===== src/rtl/adc_fifo_writer_if.sv =====
// Avalon-MM write-only port bundle used between adc_fifo_writer and a
// readout FIFO's write slave.
//
// Handshake: the master raises write with writedata and holds both stable
// while waitrequest is high; a transfer completes on the rising edge where
// write is high and waitrequest is low.
interface adc_fifo_writer_if;
    logic [31:0] writedata;
    logic        write;
    logic        waitrequest;

    modport master (output writedata, output write, input waitrequest);
    modport slave  (input writedata, input write, output waitrequest);
endinterface


===== src/rtl/adc_fifo_writer.sv =====
// Two-channel ADC capture front end: pairs samples into tagged 32-bit words,
// buffers them per channel and writes them out over Avalon-MM write ports.
// Optional internal ramp source selected by test_mode is compiled in only when
// ADC_FIFO_WRITER_TESTPATTERN_EN is defined.
module adc_fifo_writer #(
    parameter int ADC_WIDTH = 12,
    parameter int DEPTH     = 8
) (
    input  logic                 clk_clk,
    input  logic                 reset_reset,
    input  logic                 run,
    input  logic                 test_mode,
    input  logic [ADC_WIDTH-1:0] adc0_data,
    input  logic                 adc0_valid,
    input  logic [ADC_WIDTH-1:0] adc1_data,
    input  logic                 adc1_valid,
    adc_fifo_writer_if.master    fifo_0_in,
    adc_fifo_writer_if.master    fifo_1_in,
    output logic                 ovf_0,
    output logic                 ovf_1,
    output logic [7:0]           drop_cnt_0,
    output logic [7:0]           drop_cnt_1
);

    localparam int AW = (DEPTH > 1) ? $clog2(DEPTH) : 1;
    localparam int CW = AW + 1;

    typedef enum logic {EVEN, ODD}   pair_state_t;
    typedef enum logic {IDLE, WRITE} wr_state_t;

    // Per-channel views of the flat ports so both channels share one body.
    logic [ADC_WIDTH-1:0] adc_data    [2];
    logic                 adc_valid   [2];
    logic                 waitrequest [2];

    assign adc_data[0]    = adc0_data;
    assign adc_data[1]    = adc1_data;
    assign adc_valid[0]   = adc0_valid;
    assign adc_valid[1]   = adc1_valid;
    assign waitrequest[0] = fifo_0_in.waitrequest;
    assign waitrequest[1] = fifo_1_in.waitrequest;

`ifndef ADC_FIFO_WRITER_TESTPATTERN_EN
    logic unused_test_mode;
    assign unused_test_mode = test_mode;
`endif

    logic run_q;
    logic run_rise;

    assign run_rise = run & ~run_q;

    // Previous run level, used to detect the capture-start edge.
    always_ff @(posedge clk_clk) begin
        if (reset_reset) run_q <= 1'b0;
        else             run_q <= run;
    end

    for (genvar ch = 0; ch < 2; ch++) begin : g_ch
        logic                 accept;
        logic                 form;
        logic                 push;
        logic                 pop;
        logic                 drop;
        logic                 full;
        logic                 empty;
        logic                 load;
        logic [ADC_WIDTH-1:0] sample;
        logic [ADC_WIDTH-1:0] first_q;
        logic [31:0]          word;
        logic [3:0]           seq_q;
        logic [31:0]          mem [DEPTH];
        logic [AW-1:0]        rd_ptr;
        logic [AW-1:0]        wr_ptr;
        logic [AW-1:0]        load_addr;
        logic [CW-1:0]        count;
        logic [31:0]          writedata_q;
        logic                 write_q;
        logic                 ovf_q;
        logic [7:0]           drop_q;
        pair_state_t          pair_state;
        pair_state_t          pair_next;
        wr_state_t            wr_state;
        wr_state_t            wr_next;

        assign accept = adc_valid[ch] & run;

`ifdef ADC_FIFO_WRITER_TESTPATTERN_EN
        logic [ADC_WIDTH-1:0] ramp_q;
        logic [ADC_WIDTH-1:0] ramp_base;

        // The ramp restarts on the run edge before the coincident sample uses it.
        assign ramp_base = run_rise ? '0 : ramp_q;
        assign sample    = test_mode ? ramp_base : adc_data[ch];

        // Ramp source: advances once per accepted sample, wraps naturally.
        always_ff @(posedge clk_clk) begin
            if (reset_reset)             ramp_q <= '0;
            else if (run_rise || accept) ramp_q <= ramp_base + ADC_WIDTH'(accept);
        end
`else
        assign sample = adc_data[ch];
`endif

        // A word forms on the second sample of a pair; the run edge always
        // restarts pairing, so a coincident sample is a first half.
        assign form  = accept & ~run_rise & (pair_state == ODD);
        assign word  = {seq_q, 14'(first_q), 14'(sample)};
        assign full  = (count == CW'(DEPTH));
        assign empty = (count == '0);
        assign pop   = (wr_state == WRITE) & ~waitrequest[ch];
        assign push  = form & (~full | pop);
        assign drop  = form & full & ~pop;

        // Pairer next state: run low discards a stored half.
        always_comb begin
            pair_next = pair_state;
            if (!run)          pair_next = EVEN;
            else if (run_rise) pair_next = accept ? ODD : EVEN;
            else if (accept)   pair_next = (pair_state == EVEN) ? ODD : EVEN;
        end

        // Pairer state and the held first half.
        always_ff @(posedge clk_clk) begin
            if (reset_reset) begin
                pair_state <= EVEN;
                first_q    <= '0;
            end else begin
                pair_state <= pair_next;
                if (accept && (run_rise || pair_state == EVEN)) first_q <= sample;
            end
        end

        // Sequence tag and overflow bookkeeping; cleared on each capture start.
        always_ff @(posedge clk_clk) begin
            if (reset_reset || run_rise) begin
                seq_q  <= '0;
                ovf_q  <= 1'b0;
                drop_q <= '0;
            end else begin
                if (push) seq_q <= seq_q + 4'd1;
                if (drop) begin
                    ovf_q <= 1'b1;
                    if (drop_q != 8'hFF) drop_q <= drop_q + 8'd1;
                end
            end
        end

        // Word storage; a push into a full buffer reuses the slot popped this cycle.
        always_ff @(posedge clk_clk) begin
            if (push) mem[wr_ptr] <= word;
        end

        // Buffer pointers and occupancy.
        always_ff @(posedge clk_clk) begin
            if (reset_reset) begin
                rd_ptr <= '0;
                wr_ptr <= '0;
                count  <= '0;
            end else begin
                if (push) wr_ptr <= wr_ptr + AW'(1);
                if (pop)  rd_ptr <= rd_ptr + AW'(1);
                case ({push, pop})
                    2'b10:   count <= count + CW'(1);
                    2'b01:   count <= count - CW'(1);
                    default: count <= count;
                endcase
            end
        end

        // Write master next state: load the head from IDLE, or the entry
        // behind the completing head for a back-to-back transfer.
        always_comb begin
            wr_next   = wr_state;
            load      = 1'b0;
            load_addr = rd_ptr;
            case (wr_state)
                IDLE: begin
                    if (!empty) begin
                        load    = 1'b1;
                        wr_next = WRITE;
                    end
                end
                WRITE: begin
                    if (!waitrequest[ch]) begin
                        if (count > CW'(1)) begin
                            load      = 1'b1;
                            load_addr = rd_ptr + AW'(1);
                        end else begin
                            wr_next = IDLE;
                        end
                    end
                end
                default: wr_next = IDLE;
            endcase
        end

        // Write master state and registered bus outputs.
        always_ff @(posedge clk_clk) begin
            if (reset_reset) begin
                wr_state    <= IDLE;
                write_q     <= 1'b0;
                writedata_q <= '0;
            end else begin
                wr_state <= wr_next;
                write_q  <= (wr_next == WRITE);
                if (load) writedata_q <= mem[load_addr];
            end
        end
    end

    assign fifo_0_in.writedata = g_ch[0].writedata_q;
    assign fifo_0_in.write     = g_ch[0].write_q;
    assign fifo_1_in.writedata = g_ch[1].writedata_q;
    assign fifo_1_in.write     = g_ch[1].write_q;
    assign ovf_0               = g_ch[0].ovf_q;
    assign ovf_1               = g_ch[1].ovf_q;
    assign drop_cnt_0          = g_ch[0].drop_q;
    assign drop_cnt_1          = g_ch[1].drop_q;

endmodule


===== src/flat_wrapper.sv =====
// flat-port wrapper written by rule: the top's interface ports become plain ports
module adc_fifo_writer_flat 
#(
    parameter int ADC_WIDTH = 12,
    parameter int DEPTH     = 8
)
  (clk_clk, reset_reset, run, test_mode, adc0_data, adc0_valid, adc1_data, adc1_valid, ovf_0, ovf_1, drop_cnt_0, drop_cnt_1, fifo_0_in_writedata, fifo_0_in_write, fifo_0_in_waitrequest, fifo_1_in_writedata, fifo_1_in_write, fifo_1_in_waitrequest);
  adc_fifo_writer_if fifo_0_in_i ();
  adc_fifo_writer_if fifo_1_in_i ();
  input  logic clk_clk;
  input  logic reset_reset;
  input  logic run;
  input  logic test_mode;
  input  logic [ADC_WIDTH-1:0] adc0_data;
  input  logic adc0_valid;
  input  logic [ADC_WIDTH-1:0] adc1_data;
  input  logic adc1_valid;
  output logic ovf_0;
  output logic ovf_1;
  output logic [7:0] drop_cnt_0;
  output logic [7:0] drop_cnt_1;
  output wire logic [$bits(fifo_0_in_i.writedata)-1:0] fifo_0_in_writedata;
  output wire logic [$bits(fifo_0_in_i.write)-1:0] fifo_0_in_write;
  input wire logic [$bits(fifo_0_in_i.waitrequest)-1:0] fifo_0_in_waitrequest;
  output wire logic [$bits(fifo_1_in_i.writedata)-1:0] fifo_1_in_writedata;
  output wire logic [$bits(fifo_1_in_i.write)-1:0] fifo_1_in_write;
  input wire logic [$bits(fifo_1_in_i.waitrequest)-1:0] fifo_1_in_waitrequest;
  assign fifo_0_in_writedata = fifo_0_in_i.writedata;
  assign fifo_0_in_write = fifo_0_in_i.write;
  assign fifo_0_in_i.waitrequest = fifo_0_in_waitrequest;
  assign fifo_1_in_writedata = fifo_1_in_i.writedata;
  assign fifo_1_in_write = fifo_1_in_i.write;
  assign fifo_1_in_i.waitrequest = fifo_1_in_waitrequest;
  adc_fifo_writer #(.ADC_WIDTH(ADC_WIDTH), .DEPTH(DEPTH)) u_core (.clk_clk(clk_clk), .reset_reset(reset_reset), .run(run), .test_mode(test_mode), .adc0_data(adc0_data), .adc0_valid(adc0_valid), .adc1_data(adc1_data), .adc1_valid(adc1_valid), .fifo_0_in(fifo_0_in_i), .fifo_1_in(fifo_1_in_i), .ovf_0(ovf_0), .ovf_1(ovf_1), .drop_cnt_0(drop_cnt_0), .drop_cnt_1(drop_cnt_1));
endmodule

===== config.mk =====
export PLATFORM = sky130hd
export DESIGN_NAME = adc_fifo_writer_flat
export DESIGN_NICKNAME = d
export VERILOG_FILES = /design/src/rtl/adc_fifo_writer_if.sv /design/src/rtl/adc_fifo_writer.sv /design/src/flat_wrapper.sv
export SDC_FILE = /design/constraint.sdc
export NUM_CORES = 1
export LEC_CHECK = 0
export ABC_AREA = 1
export CORE_MARGIN = 2
export CORE_UTILIZATION = 50
export DETAILED_ROUTE_END_ITERATION = 8
export PLACE_DENSITY = 0.68
export SETUP_SLACK_MARGIN = 0.4
export SKIP_CTS_REPAIR_TIMING = 1
export SLEW_MARGIN = 20
export SYNTH_ARGS = -nofsm -noshare
export SYNTH_HDL_FRONTEND = slang
export SYNTH_SLANG_ARGS = --single-unit

===== constraint.sdc =====
create_clock -name clk_clk -period 4.5 [get_ports clk_clk]
set_input_delay 0.675 -clock clk_clk [delete_from_list [all_inputs] [get_ports clk_clk]]
set_output_delay 0.675 -clock clk_clk [all_outputs]
set_load 0.01 [all_outputs]

# Word-level counts from Yosys, hierarchy flattened

Memory sizes are Yosys's and may differ from the RTL's. A register that Yosys moved wholly into a read port is not among the register bits.
Index checks and enable logic that the tools add are counted.

Register bits after elaboration: 139
Input bits: 32
Output and inout port bits: 84
Memories kept: 2
Bits in writable memories: 448

Memories:

| name               | depth | bits a word | read ports | clocked after Yosys merged registers in | wr ports | RTL line              | text |
|---|---|---|---|---|---|---|---|
| u_core.g_ch[0].mem | 8     | 28          | 1          | 1                                       | 1        | adc_fifo_writer.sv:72 | `logic [31:0] mem [DEPTH];` |
| u_core.g_ch[1].mem | 8     | 28          | 1          | 1                                       | 1        | adc_fifo_writer.sv:72 |  |

Reduce and logical (&&, ||, !) cells: 14
Equal/unequal tests: 8
Bitwise logic cells: 30
Add/sub/neg operators: 12
Muxes and demuxes: 32
Order comparisons: 2

Operators by type and width:

| operator            | number |
|---|---|
| $mux 1              | 20 |
| $mux 3              | 6 |
| $add 4x1->4 const B | 4 |
| $add 8x1->8 const B | 2 |
| $ne 8x8->1 const B  | 2 |
| $pmux 4 s2          | 2 |
| $and 1x1->1         | 15 |
| $not 1->1           | 13 |
| $add 3x1->3 const B | 4 |
| $eq 4x4->1 const B  | 2 |
| $gt 4x1->1 const B  | 2 |
| $logic_not 4->1     | 2 |
| $pmux 1 s2          | 4 |
| $reduce_bool 2->1   | 4 |
| $sub 4x1->4 const B | 2 |
| $eq 2x1->1 const B  | 2 |
| $eq 2x2->1 const B  | 2 |
| $reduce_and 2->1    | 2 |
| $logic_or 1x1->1    | 3 |
| $logic_and 1x1->1   | 2 |
| $or 1x1->1          | 2 |
| $reduce_or 2->1     | 1 |

# Longest topological paths before layout

Gate-level depths: netlist of the first run.

Word-level depth: 8
Depth in mapped cells: 16
Gate-level depth less buffers: 14

# Worst setup path after synthesis of the first run

Ideal clock, no wire load.

Path kind: input-to-reg
Start: in fifo_0_in_waitrequest
End: mem u_core.g_ch[0].mem[6][0] (netlist bit) (enable)
Setup time: 0.448 ns
Data arrival time: 3.331 ns
Required time: 4.052 ns
Stages on the path: 8
Setup slack: 0.721 ns
Cell sequence: nor2_8 nor2_1 inv_1 nand2_1 buf_2 inv_1 nand2_1 nor3_1

Word-level cells in the longest chain between the ends: 6

Ends and longest elaborated chain:

| element                      | RTL line               | text |
|---|---|---|
| start, declared              | flat_wrapper.sv:24     | `input wire logic [$bits(fifo_0_in_i.waitrequest)-1:0] fifo_0_in_waitrequest;` |
| $not 1->1                    | adc_fifo_writer.sv:111 | `assign pop = (wr_state == WRITE) & ~waitrequest[ch];` |
| $and 1x1->1                  | adc_fifo_writer.sv:111 |  |
| $or 1x1->1                   | adc_fifo_writer.sv:112 | `assign push = form & (~full \| pop);` |
| $and 1x1->1                  | adc_fifo_writer.sv:112 |  |
| $mux 1                       | adc_fifo_writer.sv:151 | `if (push) mem[wr_ptr] <= word;` |
| $mux 1 (implied by the code) | adc_fifo_writer.sv:151 |  |
| end, declared                | adc_fifo_writer.sv:72  |  |

Every way passes these cells.

# Worst setup path after layout of the first run

Start: reg u_core.g_ch[1].count[0]
End: reg u_core.g_ch[1].writedata_q[31], in the netlist u_core.fifo_1_in.writedata[31] (read register of u_core.g_ch[1].mem)

Word-level cells in the longest chain between the ends: 4
Elaborated cells on any way between the ends: 9
Classes of those cells: 1 x order compare; 7 x mux; 1 x reduce/logical

Ends and longest elaborated chain:

| element                                     | RTL line               | text |
|---|---|---|
| start, declared                             | adc_fifo_writer.sv:76  | `logic [CW-1:0] count;` |
| start signal, assigned                      | adc_fifo_writer.sv:164 | `2'b10: count <= count + CW'(1);` |
| start signal, assigned                      | adc_fifo_writer.sv:165 | `2'b01: count <= count - CW'(1);` |
| start signal, assigned                      | adc_fifo_writer.sv:166 | `default: count <= count;` |
| $gt 4x1->1                                  | adc_fifo_writer.sv:186 | `if (count > CW'(1)) begin` |
| $mux 1 / $mux 3 (equally long branches)     | adc_fifo_writer.sv:186 |  |
| $mux 1 / $mux 3 (equally long branches)     | adc_fifo_writer.sv:185 | `if (!waitrequest[ch]) begin` |
| $pmux 1 s2 / $mux 3 (equally long branches) | adc_fifo_writer.sv:177 | `case (wr_state)` |
| end, declared                               | adc_fifo_writer.sv:77  | `logic [31:0] writedata_q;` |

Several ways; a longest one is shown, not always the timed one.
A chain may end at the register's enable or synchronous reset.

==> flow_metrics.tcl, run 1 <==
set metrics [dict create \
    status "complete, no violations" \
    max_freq_mhz 343 \
    dr_wl_met3_mm 3.85 \
    synth_edf_count 448 \
    cts_tree "yes" \
    highest_layer "met4" \
    syn_area_mm2 0.0236 \
    yosys_warnings 0 \
    synth-seq-cells 579 \
    startpoint_type "register" \
    end_kind "register" \
    ys_seq_area_share_pct 68.2 \
    synth_ff_type "edfxtp_1" \
    grt_pass1_wl_mm 85.8 \
    hp-class "reg2reg" \
    postRouteAntennaNets 0 \
    ir_worst_vdd_v 0.000323 \
    placed_cells 2823 \
    synth.area.top_cells "edfxtp_1 (57%), nand3_1 (12%), dfxtp_1 (11%), nand2_1 (6.8%), inv_1 (2.8%)" \
    clock_sinks 579 \
    path_cells "inv_1, ha_1, inv_2, nand2_1, nand2_2, nand3_4, buf_4, buf_4, nand3_1, nand3_1, nand3_1, nand3_1, nand2_1, inv_1" \
    h-tree-depth 2 \
    start_util_pct 50.7 \
    drc 0 \
    wl_met2_mm 25.3 \
    drt-total-wl_mm 54.0 \
    routedWlPerCell_um 18.4 \
    yosysUniqueCellTypes 32 \
    p_clk_share_pct 38.7 \
    internal-power_mw 9.29 \
    async_flop_share_pct 0 \
    synth_area_leader_cell "edfxtp_1" \
    grt_overflow 0 \
    gp_congestion 0.784 \
    tightestPinTransition_ns 0.919 \
    die-area_mm2 0.0489 \
    skew_ns 0.0294 \
    power.leakage_nw 10.5 \
    max_slew_margin_pct 38.7 \
    fin_setup_tns_ns 0 \
    grt_max_degree 113 \
    num_io_pins 116 \
    setup_viol 0 \
    sequentialPowerShare_pct 48.4 \
    die_x_um 221 \
    finalMaxSlewViolations 0 \
    antenna_found_initial 0 \
    hpwl_mm 30.2 \
    clock_latency_ns 0.61 \
    layout-area-overhead-vs-synth_pct 15.3 \
    fp.coreArea_mm2 0.0466 \
    critical_path_required_ns 5.04 \
    antennaDiodeCount 0 \
    cpMostUsedCell "nand3_1" \
    powerDensity_mw_per_mm2 457 \
    viasPerCell 5.56 \
    fin_crit_sh_pct 64.8 \
    grt_pass1_vias 16000 \
    grt_setup_unrepaired "false" \
    m1WireLength_mm 23.7 \
    crit_arrival_ns 3.46 \
    clkTransAtPathRegs_ns 0.06 \
    grt_usage_pct 21.9 \
    via_count 16300 \
    cts-buffers-inserted 58 \
    place_area_mm2 0.0252 \
    drive_gt1_share_pct 8.25 \
    critPathKind "reg2reg" \
    swShare_pct 25.2 \
    critPathMaxFanout 58 \
    critPathMaxStageDelay_ns 0.65 \
    die_h_um 221 \
    p_comb_share_pct 12.9 \
    finalNonFillerCells 2934 \
    dp_slack_ns 1.08 \
    root_buffer "clkbuf_16" \
    synth_common_cells "nand3_1 (548), edfxtp_1 (448), nand2_1 (425), inv_1 (173), dfxtp_1 (131)" \
    cpMaxStageDelayCell "buf_4" \
    fin_ws_ns 1.58 \
    synthCells 2190 \
    drtPass1Iterations 5 \
    netSwitchingPower_mw 3.13 \
    yosysMostFrequentCell "nand3_1" \
    syn_avg_cell_area_um2 10.8 \
    timing_hold_violations_final 0 \
    stdcell_area_mm2 0.0272 \
    synth_top_area_share_pct 57.0 \
    min_period_ns 2.92 \
    io_buffers 106 \
    finalNetCount 2326 \
    rows 79 \
    clk_path_buf_depth 3 \
    maxCapViolations 0 \
    dr.first_iter.drc_count 1612 \
]
## worst max-delay path: cells and delay by family (launching register included)
kind          cells  cell delay, ns
buf+inv           5            1.39
fa+ha+maj         1            0.20
simple gates      8            0.88
flops             1            0.33
## routing by layer
metal | GRT usage (%) | up-vias
li1 | - | 7722
met1 | 30.6 | 7927
met2 | 35.3 | 576
met3 | 3.97 | 89
met4 | 6.30 | 0
met5 | 0 | -
## power groups by stage
| stage | combinational [mW] | sequential [mW] | clock [mW] |
|---|---|---|---|
| 2_1_floorplan | 0.945 | 6.15 | 0 |
| 3_3_place_gp | 1.55 | 6.12 | 0 |
| 3_5_place_dp | 1.59 | 6.12 | 0 |
| 4_1_cts | 1.60 | 6.01 | 4.89 |
| 5_1_grt | 1.78 | 6.03 | 5.10 |
| 6_report | 1.60 | 6.01 | 4.81 |
## layout by cell type, fill, tap and decap left out, types with 17 or more instances in the layout
master             n
a21oi_1           43
ha_1              17
dfxtp_1          131
nor2_1            85
nand3_1          548
o21ai_0          105
clkbuf_16         60
inv_1            172
buf_4             42
edfxtp_1         448
nand2_1          423
clkdlybuf4s50_1  106
## path summary, 6_finish.rpt
| check | from | endpoint | slack (ns) | depth (start not counted) |
|---|---|---|---|---|
| max | u_core.g_ch[1].count[0]$_SDFFE_PP0P_ | u_core.fifo_1_in.writedata[31]$_SDFFE_PP0P_ | 1.58 | 14 |
| max reg2reg | u_core.g_ch[1].count[0]$_SDFFE_PP0P_ | u_core.fifo_1_in.writedata[31]$_SDFFE_PP0P_ | 1.58 | 14 |
| min | u_core.ovf_0$_SDFFE_PP0P_ | u_core.ovf_0$_SDFFE_PP0P_ | 0.48 | 2 |
| min reg2reg | u_core.ovf_0$_SDFFE_PP0P_ | u_core.ovf_0$_SDFFE_PP0P_ | 0.48 | 2 |
## logic make-up (layout without fill, tap and decap cells)
group | after synthesis | after routing | share of synthesized area [%]
buf+inv | 315 | 445 | 6.03
simple gates | 1108 | 1108 | 21.1
compound gates | 160 | 160 | 3.45
fa+ha+maj | 17 | 17 | 0.902
xor+xnor | 10 | 10 | 0.371
other cells | 1 | 8 | 0.0159
flops | 579 | 579 | 68.2
## state kept, by name (all words and copies together) (netlist names)
name and cells:
u_core.drop_cnt_0 8, u_core.drop_cnt_1 8, u_core.fifo_0_in.write 1, u_core.fifo_0_in.writedata 28, u_core.fifo_1_in.write 1, u_core.fifo_1_in.writedata 28
u_core.g_ch.count 8, u_core.g_ch.first_q 24, u_core.g_ch.mem 448, u_core.g_ch.pair_state 2, u_core.g_ch.rd_ptr 6, u_core.g_ch.seq_q 8
u_core.g_ch.wr_ptr 6, u_core.ovf_0 1, u_core.ovf_1 1, u_core.run_q 1
## through the flow
step	hold WS, ns	power, mW	utilization [%]
floorplan	0.462	7.10	-
detailed placement	0.468	7.71	54.2
global placement	0.455	7.67	54.2
global route	0.497	12.9	58.4
finish	0.476	12.4	58.4
CTS	0.484	12.5	58.3
## final cells by class
| class | count | area (µm²) |
|---|---|---|
| clock inverter | 30 | 283 |
| timing repair buffer | 154 | 1500 |
| multi-input combinational | 1303 | 6240 |
| clock buffer | 80 | 1650 |
| inverter | 181 | 679 |
| sequential | 579 | 16100 |
| tap | 607 | 759 |
| fill | 3733 | 19400 |
No activity file was read; power rests on OpenSTA's default activity.
==> run 2: changes to the inputs <==
clock period = 2.94 ns   (was 4.5 ns; I/O delays follow)
==> run 2 against run 1 <==
  * Critical path depth grew 1
  * Clock-buffer cell count down 3
  * Non-clock buffer count up 6
  * Design area rose by 1.7%
  * First-iteration DRC count increased by 4.7%
  * Wire length up 0.49%
  * Maximum frequency grew 22%
  * Critical endpoint is now u_core.fifo_0_in.writedata[29]$_SDFFE_PP0P_
  * Power up 58%
  * Register-to-register slack worse by 1.0 ns
  * Largest cell class unchanged
  * Hold slack worse by 0.0073 ns
==> flow_metrics.tcl, run 2 (synthesized netlist as in run 1, its figures left out) <==
set metrics [dict create \
    status "complete, no violations" \
    grt_pass1_vias 15800 \
    largest_reg_flops 448 \
    critPathKind "reg2reg" \
    drc 0 \
    fin_crit_sh_pct 81.5 \
    dr.first_iter.drc_count 1687 \
    h-tree-depth 2 \
    mostFrequentLayoutCell "nand3_1" \
    p_comb_share_pct 12.9 \
    p_clk_share_pct 40.1 \
    dp_slack_ns 0.159 \
    clock_sinks 579 \
    cts-buffers-inserted 58 \
    grt_overflow 0 \
    finalNonFillerCells 2940 \
    setup_viol 0 \
    drt-total-wl_mm 54.2 \
    maxCapViolations 0 \
    startpoint_type "register" \
    num_io_pins 116 \
    root_buffer "clkbuf_16" \
    die_x_um 221 \
    ir_worst_vdd_v 0.000541 \
    placed_cells 2830 \
    max_freq_mhz 417 \
    clkTransAtPathRegs_ns 0.06 \
    mostFrequentLayoutCells "nand3_1 (548), edfxtp_1 (448), nand2_1 (422)" \
    grt_max_degree 113 \
    power.leakage_nw 10.7 \
    layout-area-overhead-vs-synth_pct 17.3 \
    finalNetCount 2332 \
    end_kind "register" \
    die-area_mm2 0.0489 \
    skew_ns 0.0167 \
    critical_path_required_ns 3.44 \
    place_area_mm2 0.0256 \
    routedWlPerCell_um 18.5 \
    regMostFlops "u_core.g_ch.mem" \
    min_period_ns 2.40 \
    internal-power_mw 14.7 \
    grt_usage_pct 21.7 \
    fin_ws_ns 0.543 \
    antenna_found_initial 0 \
    finalMaxSlewViolations 0 \
    critPathMaxFanout 34 \
    io_buffers 106 \
    cts_tree "yes" \
    postRouteAntennaNets 0 \
    max_slew_margin_pct 42.2 \
    fp.coreArea_mm2 0.0466 \
    clk_path_buf_depth 3 \
    die_h_um 221 \
    netSwitchingPower_mw 4.88 \
    via_count 16500 \
    hp-class "in2reg" \
    timing_hold_violations_final 0 \
    sequentialPowerShare_pct 47.0 \
    clock_latency_ns 0.61 \
    grt_pass1_wl_mm 84.7 \
    fin_setup_tns_ns 0 \
    drtPass1Iterations 5 \
    viasPerCell 5.60 \
    drive_gt1_share_pct 8.79 \
    start_util_pct 50.7 \
    tightestPinTransition_ns 0.864 \
    grt_setup_unrepaired "true" \
    antennaDiodeCount 0 \
    holdWs_ns 0.469 \
    hpwl_mm 29.7 \
    powerDensity_mw_per_mm2 708 \
    stdcell_area_mm2 0.0277 \
    rows 79 \
    swShare_pct 24.9 \
    crit_arrival_ns 2.90 \
    gp_congestion 0.793 \
]
## run 2: worst max-delay path, cell delays in order (launching register included)
cell	delay [ns]
dfxtp_1	0.37
inv_1	0.12
ha_1	0.21
inv_1	0.06
nand2_1	0.06
nand2_2	0.10
nand2_2	0.11
nand2_1	0.20
nand2_4	0.08
buf_4	0.26
nand2_1	0.11
nand3_1	0.08
nand3_1	0.09
nand3_1	0.22
nand2_1	0.14
inv_1	0.04
## run 2: metrics by stage
stage / power [mW] / utilization, %
after global placement: 11.8 / 54.9
final: 19.6 / 59.4
after floorplan: 10.9 / -
after detailed placement: 11.9 / 54.9
after global routing: 20.3 / 59.4
after CTS: 19.7 / 59.4
## run 2: power by group through the flow
stage / clock [mW] / sequential [mW] / combinational, mW
3_3_place_gp: 0 / 9.36 / 2.46
4_1_cts: 7.96 / 9.20 / 2.53
2_1_floorplan: 0 / 9.42 / 1.45
6_report: 7.86 / 9.20 / 2.52
5_1_grt: 8.28 / 9.23 / 2.77
3_5_place_dp: 0 / 9.37 / 2.51
## run 2: final timing paths
| check | start | endpoint | slack (ns) | cells past startpoint |
|---|---|---|---|---|
| hold reg to reg | u_core.ovf_1$_SDFFE_PP0P_ | u_core.ovf_1$_SDFFE_PP0P_ | 0.47 | 2 |
| hold / removal | adc1_valid | u_core.g_ch[1].pair_state$_SDFFE_PP0P_ | 0.47 | 3 |
| setup / recovery | u_core.g_ch[0].count[0]$_SDFFE_PP0P_ | u_core.fifo_0_in.writedata[29]$_SDFFE_PP0P_ | 0.54 | 15 |
| setup reg to reg | u_core.g_ch[0].count[0]$_SDFFE_PP0P_ | u_core.fifo_0_in.writedata[29]$_SDFFE_PP0P_ | 0.54 | 15 |
## run 2: routing by layer
layer | GRT usage (%) | wire, µm | vias up
met4 | 6.32 | 1140 | 0
met2 | 34.8 | 25300 | 656
met3 | 4.05 | 4020 | 96
met5 | 0 | 0 | -
met1 | 30.3 | 23800 | 7960
li1 | - | - | 7742
## run 2: final cells by class
| type | instances | area, µm² |
|---|---|---|
| clock buffer | 77 | 1630 |
| clock inverter | 33 | 432 |
| fill | 3631 | 18900 |
| inverter | 181 | 679 |
| multi-input combinational | 1303 | 6250 |
| sequential | 579 | 16100 |
| tap | 607 | 759 |
| timing repair buffer | 160 | 1820 |
==> run 3: changes to the inputs <==
PLACE_DENSITY = 0.71   (was 0.68)
clock period = 1.9 ns   (was 2.94 ns; I/O delays follow)
==> run 3 against run 2 <==
  * The run now ends with setup timing left
  * Sequential power grew 55%
  * Via count grew 11%
  * Clock-buffer cell count grew 3
  * Flip-flop and latch count is the same
  * Utilization grew 8.6 points
  * Design area grew 14%
  * Global-route usage grew 2.2 points
  * First-iteration DRC count grew 42%
  * Clock power grew 53%
  * Non-clock buffer count grew 185
  * Sequential share of layout area shrank 7.3 points
  * Critical path type unchanged
==> flow_metrics.tcl, run 3 (synthesized netlist as in run 1, its figures left out) <==
set metrics [dict create \
    grt_pass1_wl_mm 92.9 \
    swShare_pct 26.3 \
    routedWlPerCell_um 21.8 \
    critical_path_required_ns 2.41 \
    grt_usage_pct 23.9 \
    hold_path_end "u_core.g_ch[1].pair_state$_SDFFE_PP0P_" \
    critPathKind "reg2reg" \
    worstRegToRegCells 14 \
    end_kind "register" \
    hp-class "in2reg" \
    finalNetCount 2516 \
    regMostFlops "u_core.g_ch.mem" \
    crit_arrival_ns 2.59 \
    drive_gt1_share_pct 25.4 \
    viasPerCell 5.87 \
    fp.coreArea_mm2 0.0466 \
    place_area_mm2 0.0272 \
    fin_crit_sh_pct 109 \
    clkTransAtPathRegs_ns 0.06 \
    internal-power_mw 23.7 \
    die_x_um 221 \
    gp_congestion 0.863 \
    ir_worst_vdd_v 0.00101 \
    rr_endpoint "u_core.fifo_0_in.writedata[4]$_SDFFE_PP0P_" \
    min_from "adc1_valid" \
    grt_setup_unrepaired "true" \
    io_buffers 106 \
    cpMaxStageDelayCell "dfxtp_2" \
    clk_path_buf_depth 3 \
    path_cells "inv_4, ha_2, inv_2, nand2_2, nand2_4, nand2_8, inv_1, o21ai_2, inv_2, buf_4, nand3_1, nand3_2, nand2_1, inv_1" \
    hpwl_mm 37.3 \
    maxCapViolations 0 \
    antenna_found_initial 0 \
    start_util_pct 50.7 \
    fin_setup_tns_ns -13.41 \
    timing_hold_violations_final 0 \
    setup_viol 269 \
    violations "setup timing" \
    antennaDiodeCount 0 \
    powerDensity_mw_per_mm2 1010 \
    fill_cells 3032 \
    tightestPinTransition_ns 0.612 \
    sequentialPowerShare_pct 44.7 \
    grt_overflow 0 \
    p_comb_share_pct 17.9 \
    cts_tree "yes" \
    postRouteAntennaNets 0 \
    skew_ns 0.0236 \
    max_freq_mhz 482 \
    power.leakage_nw 12.4 \
    power_mw 32.1 \
    whs_path_depth 3 \
    mostFrequentLayoutCells "edfxtp_1 (448), nand3_1 (377), nand2_1 (367)" \
    min_period_ns 2.08 \
    grt_max_degree 59 \
    rows 79 \
    rrSetupSlack_ns -0.18 \
    stdcell_area_mm2 0.0316 \
    h-tree-depth 2 \
    clock_sinks 579 \
    netSwitchingPower_mw 8.43 \
    drc 0 \
    die-area_mm2 0.0489 \
    num_io_pins 116 \
    clock_latency_ns 0.62 \
    cts-buffers-inserted 56 \
    fin_ws_ns -0.175 \
    max_slew_margin_pct 59.1 \
    startpoint_type "register" \
    largest_reg_flops 448 \
    critPathMaxFanout 12 \
    layout-area-overhead-vs-synth_pct 34.1 \
    dr.first_iter.drc_count 2388 \
    regToRegStartpoint "u_core.g_ch[0].count[1]$_SDFFE_PP0P_" \
    drtPass1Iterations 6 \
    grt_pass1_vias 16800 \
    via_count 18300 \
    mostFrequentLayoutCell "edfxtp_1" \
    critPathMaxStageDelay_ns 0.33 \
    drt-total-wl_mm 68.0 \
    finalMaxSlewViolations 0 \
    die_h_um 221 \
    root_buffer "clkbuf_16" \
    status "finished with violations" \
    p_clk_share_pct 37.5 \
    placed_cells 2951 \
    finalNonFillerCells 3122 \
]
run 3: changes by cell type in the layout (fill, tap and decap cells not counted), sizes merged:
cell,before,now
inv,186,182
clkinv,17,11
clkdlybuf4s50,106,105
dlymetal6s2s,0,1
clkinvlp,2,5
clkbuf,77,105
nand2,433,434
buf,54,214
run 3: metal layers:
layer,vias up,share of wire (%),track usage [%]
met2,1136,48,38.9
met3,176,11,4.55
met1,8876,38,33.0
met5,-,0,0
met4,0,2.9,6.97
li1,8125,-,-
run 3: per-stage QoR:
step	util [%]	setup WS, ns	hold slack, ns
after floorplan	-	-0.375	0.384
after global placement	58.5	-0.350	0.458
after detailed placement	58.5	-0.392	0.464
after CTS	62.8	-0.174	0.300
after global routing	68.0	-0.253	0.362
final	68.0	-0.175	0.335
run 3: worst max path at each step:
stage | startpoint | endpoint | slack (ns)
after floorplan | u_core.g_ch[0].count[0]$_SDFFE_PP0P_ | u_core.g_ch[0].mem[7][0]$_DFFE_PP_ | -0.37
after global placement | fifo_0_in_waitrequest | u_core.g_ch[0].mem[7][16]$_DFFE_PP_ | -0.35
after detailed placement | fifo_0_in_waitrequest | u_core.g_ch[0].mem[7][20]$_DFFE_PP_ | -0.39
after CTS | u_core.g_ch[0].count[0]$_SDFFE_PP0P_ | u_core.fifo_0_in.writedata[2]$_SDFFE_PP0P_ | -0.17
after global routing | u_core.g_ch[0].count[1]$_SDFFE_PP0P_ | u_core.fifo_0_in.writedata[3]$_SDFFE_PP0P_ | -0.25
final | u_core.g_ch[0].count[1]$_SDFFE_PP0P_ | u_core.fifo_0_in.writedata[4]$_SDFFE_PP0P_ | -0.18
run 3: critical path: cells and delay by family (launching register included):
kind / cells / cell delay [ns]
AOI/OAI and AO/OA: 1 / 0.27
adders and majority gates: 1 / 0.18
buffers and inverters: 6 / 0.56
DFF: 1 / 0.33
and+or+nand+nor: 6 / 0.62
run 3: layout make-up:
| cell class | instances | area (µm²) | share of cell area, % |
|---|---|---|---|
| flip-flops and latches | 579 | 16100 | 50.9 |
| multi-input cells | 1304 | 7690 | 24.3 |
| repair buffers | 345 | 4390 | 13.9 |
| clock buffers | 80 | 1600 | 5.07 |
| well taps | 607 | 759 | 2.40 |
| inverters | 181 | 704 | 2.23 |
| clock inverters | 26 | 403 | 1.27 |
run 3: power groups by stage:
stage | Clock (mW) | Combinational, mW | Sequential (mW)
4_1_cts | 12.1 | 4.50 | 14.3
6_report | 12.0 | 5.74 | 14.3
3_3_place_gp | 0 | 4.37 | 14.6
2_1_floorplan | 0 | 2.39 | 14.6
3_5_place_dp | 0 | 4.46 | 14.6
5_1_grt | 12.6 | 6.12 | 14.4
